[config.mk]
export PLATFORM = sky130hd
export DESIGN_NAME = tm_frame_sequencer
export DESIGN_NICKNAME = d
export VERILOG_FILES = /design/src/rtl/tm_frame_sequencer.sv
export SDC_FILE = /design/constraint.sdc
export NUM_CORES = 1
export LEC_CHECK = 0
export BUFFER_PORTS_ARGS = -buffer_cell sky130_fd_sc_hd__buf_2
export CAP_MARGIN = 15
export CORE_MARGIN = 3
export CORE_UTILIZATION = 57
export DETAILED_ROUTE_END_ITERATION = 16
export PLACE_DENSITY = 0.78
export SETUP_SLACK_MARGIN = 0.05
export SYNTH_ARGS = -nofsm -noshare
export SYNTH_HDL_FRONTEND = slang
export SYNTH_SLANG_ARGS = --single-unit
[constraint.sdc]
create_clock -name clk -period 2.5 [get_ports clk]
set_input_delay 0.25 -clock clk [delete_from_list [all_inputs] [get_ports clk]]
set_output_delay 0.25 -clock clk [all_outputs]
set_load 0.02 [all_outputs]
[src/rtl/tm_frame_sequencer.sv]
// -----------------------------------------------------------------------------
// tm_frame_sequencer
// Controller for the TM downlink bit switch. Paced by a bit-rate strobe, it
// emits frames made of one attached sync marker (ASM) followed by one codeword
// block. For each ASM bit it drives the serial marker bit with a valid strobe;
// for each codeword bit it pulses a request to the codeword source, which
// answers with its own bit-enable into the switch.
//
// Ports
//   clk         system clock
//   Rst         asynchronous active-low reset
//   Enable      permits new frames to start
//   FrameReady  codeword source holds a complete frame
//   BitTick     one-clk strobe per output bit period (may be held high)
//   ASMOut      ASM bit to the switch (0 whenever En_ASM is 0)
//   En_ASM      ASM bit valid, one-clk pulse per ASM bit
//   DataReq     one-clk pulse requesting the next codeword bit
//   FrameStart  one-clk pulse together with the first ASM bit
//   FrameDone   one-clk pulse together with the last data request of a frame
//   Busy        high while the sequencer is not idle
//   FrameCount  completed frames, wraps 0xFFFF -> 0
//
// All outputs are registered and appear one clk after the BitTick that
// caused them.
// -----------------------------------------------------------------------------
module tm_frame_sequencer #(
   parameter logic [31:0] ASM_WORD   = 32'h1ACFFC1D,
   parameter int          ASM_LEN    = 32,
   parameter int          FRAME_BITS = 10200,
   parameter int          CNT_W      = 14
) (
   input  logic        clk,
   input  logic        Rst,
   input  logic        Enable,
   input  logic        FrameReady,
   input  logic        BitTick,
   output logic        ASMOut,
   output logic        En_ASM,
   output logic        DataReq,
   output logic        FrameStart,
   output logic        FrameDone,
   output logic        Busy,
   output logic [15:0] FrameCount
);

   typedef enum logic [1:0] {
      S_IDLE = 2'd0,
      S_ASM  = 2'd1,
      S_DATA = 2'd2
   } state_t;

   localparam logic [CNT_W-1:0] CNT_ZERO  = '0;
   localparam logic [CNT_W-1:0] CNT_ONE   = CNT_W'(1);
   localparam logic [CNT_W-1:0] ASM_LAST  = CNT_W'(ASM_LEN - 1);
   localparam logic [CNT_W-1:0] DATA_LAST = CNT_W'(FRAME_BITS - 1);
   localparam logic [4:0]       ASM_TOP   = 5'(ASM_LEN - 1);

   state_t           r_state;
   logic [CNT_W-1:0] r_cnt;
   logic [15:0]      r_frame_cnt;
   logic             r_asm_out;
   logic             r_en_asm;
   logic             r_data_req;
   logic             r_frame_start;
   logic             r_frame_done;
   logic             r_busy;

   logic             w_start;
   logic [4:0]       w_asm_idx;
   logic             w_asm_bit;

   // A new frame may only start when both the enable and the source agree.
   assign w_start   = Enable & FrameReady;
   // Marker goes out MSB first: counter 0 selects bit ASM_LEN-1.
   assign w_asm_idx = ASM_TOP - r_cnt[4:0];
   assign w_asm_bit = ASM_WORD[w_asm_idx];

   // Sequencer FSM with registered bit strobes, busy flag and frame counter.
   always_ff @(posedge clk or negedge Rst) begin
      if (!Rst) begin
         r_state       <= S_IDLE;
         r_cnt         <= CNT_ZERO;
         r_frame_cnt   <= 16'd0;
         r_asm_out     <= 1'b0;
         r_en_asm      <= 1'b0;
         r_data_req    <= 1'b0;
         r_frame_start <= 1'b0;
         r_frame_done  <= 1'b0;
         r_busy        <= 1'b0;
      end else begin
         // Pulses last exactly one clk; state and counter hold between ticks.
         r_asm_out     <= 1'b0;
         r_en_asm      <= 1'b0;
         r_data_req    <= 1'b0;
         r_frame_start <= 1'b0;
         r_frame_done  <= 1'b0;
         if (BitTick) begin
            case (r_state)
               S_IDLE: begin
                  // The start tick itself carries no bit.
                  if (w_start) begin
                     r_state <= S_ASM;
                     r_cnt   <= CNT_ZERO;
                     r_busy  <= 1'b1;
                  end else begin
                     r_busy  <= 1'b0;
                  end
               end
               S_ASM: begin
                  r_asm_out     <= w_asm_bit;
                  r_en_asm      <= 1'b1;
                  r_frame_start <= (r_cnt == CNT_ZERO);
                  r_busy        <= 1'b1;
                  if (r_cnt == ASM_LAST) begin
                     r_state <= S_DATA;
                     r_cnt   <= CNT_ZERO;
                  end else begin
                     r_cnt   <= r_cnt + CNT_ONE;
                  end
               end
               S_DATA: begin
                  r_data_req <= 1'b1;
                  if (r_cnt == DATA_LAST) begin
                     r_frame_done <= 1'b1;
                     r_frame_cnt  <= r_frame_cnt + 16'd1;
                     r_cnt        <= CNT_ZERO;
                     // Inputs are re-sampled here so frames can abut.
                     if (w_start) begin
                        r_state <= S_ASM;
                        r_busy  <= 1'b1;
                     end else begin
                        r_state <= S_IDLE;
                        r_busy  <= 1'b0;
                     end
                  end else begin
                     r_cnt  <= r_cnt + CNT_ONE;
                     r_busy <= 1'b1;
                  end
               end
               default: begin
                  r_state <= S_IDLE;
                  r_cnt   <= CNT_ZERO;
                  r_busy  <= 1'b0;
               end
            endcase
         end else begin
            r_busy <= r_busy;
         end
      end
   end

   assign ASMOut     = r_asm_out;
   assign En_ASM     = r_en_asm;
   assign DataReq    = r_data_req;
   assign FrameStart = r_frame_start;
   assign FrameDone  = r_frame_done;
   assign Busy       = r_busy;
   assign FrameCount = r_frame_cnt;

endmodule

==> impl_results.md <==
* Total power at between 1.5 and 2 mW
* Run status: complete, but fails checks
* CTS tree: yes
* Die ar. at about 4300 um^2
* Type of element capturing the critical path: flip-flop
* Number of detailed-routing iterations run before antenna repair at 4
* Reg-to-reg critical path startpoint: r_cnt[0]
* Power Density at 647 nW/um^2
* Fraction of power spent switching nets at 27.7%
* Worst setup slack after layout at around 0.23 ns
* WS Path Type: flip-flop to flip-flop
* Clock insertion delay at the later pin of the skew report at around 0.35 ns
* Number of primary I/O pins at 27
* Final GP Congestion at 0.822
* Vias per cell at ~5.7
* Worst-case clock buffer depth at 2
* Ys Warns at 0
* Cell internal power dissipation at approximately 1.1 mW
* Clock Sink Count at 38
* Congestion Overflow GR at 0
* Average wire per cell in the routed design at approximately 14 um
* Critical path cell sequence: ha_1 > nand4bb_1 > or4_4 > nor4_4 > nand3_1 > xnor2_1
* Number of global-route vias before repair at around 1500
* Violation count after the first detailed-route iteration at 63
* Switching power of the nets at about 0.42 mW
* Cts repair resizes at 0
* Data arrival time at the worst-slack endpoint at 2.52 ns
* Clock Root Buffer: sky130_fd_sc_hd__clkbuf_4
* Diodes inserted at 0
* Largest net degree at the start of global routing at 39
* Postcts setup bufs at 0
* Final setup violation count at 0
* Wire length of the first global-routing pass at slightly above 7000 um
* Residual DRC at 0
* Fin. Hold Viols at 32
* Met1 usage at between 20 and 30%
* Number of buffers and inverters on the critical path at 0
* Sequential element share of the synthesized area at between 40% and 50%
* Buffers added on ports at 26
* Launch point of the critical path: r_cnt[0]
* NumNets Final at about 260
* RSZ-0062 raised after global routing: false
* Syn Nets at roughly 220
* Violated checks: hold timing
* Count of H-tree levels built during CTS at 2
* Clock buffers created by TritonCTS at 5
* Count of different cell masters after synthesis at 39
* Family with the most delay on the worst path: simple AND/OR/NAND/NOR gates
* Die boundary width at between 60 and 70 um
* CORE AREA at between 3000 and 4000 um^2
* P&R area growth vs syn at 16.0%
* Post-route insts no fill at 291
* Grt met3 use at 5.61%
* Worst Hold Slack at -0.0160 ns
* Antenna violations before repair at 0
* Prevailing post-synth register cell: sky130_fd_sc_hd__dfrtp_1
* Initial standard-cell utilization of the core at 60.1%
* Inst Count DP at ~280
* Flip-flop and latch count after synthesis at 38
* Required time of the critical path at 2.75 ns
* Achievable clock frequency at ~440 MHz
* Slew @ Worst Pin at just over 0.8 ns
* Skew final at 0.00896 ns
* Clock transition at path regs at between 0.1 and 0.15 ns
* Minimum setup slack after placement at 0.254 ns
* Max-Slew Margin vs Limit at a little under half
* Gr busiest metal: met2
* Floorplan die height at between 60 and 70 um
* Post-synth design cell area at roughly 2000 um^2
* Fraction of layout cells with a size suffix above 1 at 22.0%
* Clock power frac at ~35%
* EDFF count, synth at 0
* Share of total power in combinational logic at between 10% and 20%
* Async S/R FF share, synth at 100%
* Maximum fanout along the worst path at 6
* Hold buffers post-CTS at 0
* Class of the worst hold path: input port to asynchronous set/reset pin
* Mean cell area of the mapped netlist at a little under 10 um^2
* Via count at between 1500 and 2000
* Static Leak at 1.16 nW
* Peak VDD IR at roughly 0.43 mV
* GRT Overall Usage at between 20% and 30%
* Shortest period the worst path allows at 2.27 ns
* Half-perimeter wire length after placement at roughly 3000 um
* Final TNS setup at 0 ns
* Number of nets still failing antenna checks after routing at 0
* Detailed-route wire length at ~4000 um
* Element type at the critical path start: flip-flop
* Std-Cell Rows at 21
* Highest-count cells in the layout ignoring fill and taps: sky130_fd_sc_hd__dfrtp_1, sky130_fd_sc_hd__buf_2, sky130_fd_sc_hd__nor2_1
* Final critical-path share of the clock period at 90.8%
* Sequential share of power at between 40 and 50%
* Number of max-slew violations in the final report at 0
* Delay of the slowest cell on the worst path at 0.59 ns
* CP max stage cell: sky130_fd_sc_hd__or4_4
* Max cap viols at 0
* Commonest non-fill, non-tap cell in the layout: sky130_fd_sc_hd__dfrtp_1
* Met2 layer usage reported by global route at a little over a third
* Number of instances in the synthesized netlist at between 200 and 250
path summary, 6_finish.rpt:
| kind | to | slack [ns] | cells after the start |
|---|---|---|---|
| min in group clk | DataReq | 0.23 | 2 |
| min | FrameCount[7] | -0.02 | 1 |
| max reg2reg | FrameCount[14] | 0.23 | 6 |
| max in group asynchronous | r_state[0] | 2.00 | 1 |
| max | FrameCount[14] | 0.23 | 6 |
| min reg2reg | FrameCount[15] | 0.47 | 1 |
stage by stage:
stage               utilization, %  instance area (um^2)
CTS                           69.7                  2360
global placement              66.4                  2250
detailed placement            66.4                  2250
global route                  69.7                  2360
floorplan                        -                  2040
finish                        69.7                  2360
sequential cells by signal, indices dropped and copies added (netlist names):
| name | count |
|---|---|
| FrameCount | 16 |
| r_cnt | 14 |
| r_state | 2 |
| ASMOut | 1 |
| Busy | 1 |
| DataReq | 1 |
| En_ASM | 1 |
| FrameDone | 1 |
| FrameStart | 1 |
power groups by stage:
stage,registers [mW],logic (mW),clock network [mW]
finish,0.683,0.305,0.542
global placement,0.693,0.302,0
global route,0.690,0.341,0.587
floorplan,0.714,0.194,0
detailed placement,0.695,0.305,0
CTS,0.683,0.306,0.556
per-layer routing:
layer  vias up  wire [um]
li1        809          -
met1       810       1750
met2        39       2000
met3        11        221
met4         0        102
met5         -          0
Yosys cell counts, drive strengths merged, types with 6 or more instances:
cell / count / area (um^2)
nor3: 8 / 40.0
ha: 7 / 87.6
dfrtp: 38 / 951
nand2: 17 / 63.8
and3: 8 / 50.1
nand3: 15 / 75.1
nand4: 8 / 50.1
inv: 11 / 41.3
o21ai: 11 / 55.1
xnor2: 11 / 96.3
nor2: 23 / 91.3
xor2: 6 / 52.6
worst register-to-register path, cell delays in order, from the launching register on:
cell                        delay [ns]
sky130_fd_sc_hd__dfrtp_1          0.44
sky130_fd_sc_hd__ha_1             0.26
sky130_fd_sc_hd__nand4bb_1        0.24
sky130_fd_sc_hd__or4_4            0.59
sky130_fd_sc_hd__nor4_4           0.36
sky130_fd_sc_hd__nand3_1          0.14
sky130_fd_sc_hd__xnor2_1          0.14
layout make-up:
| class | count | area [um^2] |
|---|---|---|
| clock buffer | 6 | 51.3 |
| clock inverter | 2 | 60.1 |
| fill | 272 | 1030 |
| inverter | 11 | 41.3 |
| multi-input combinational | 156 | 1030 |
| sequential | 38 | 951 |
| tap | 46 | 57.6 |
| timing repair buffer | 32 | 175 |
kinds of logic (layout without fill, tap and decap cells):
family | Yosys count | in the layout | synth area share (%)
and+or+nand+nor | 98 | 98 | 26.3
xor gates and xnor gates | 17 | 17 | 7.30
buffers and inverters | 16 | 51 | 2.95
AOI/OAI and AO/OA | 30 | 30 | 10.4
muxes | 4 | 4 | 2.09
DFF | 38 | 38 | 46.7
adders and majority gates | 7 | 7 | 4.30
No activity file was read; power rests on OpenSTA's default activity.
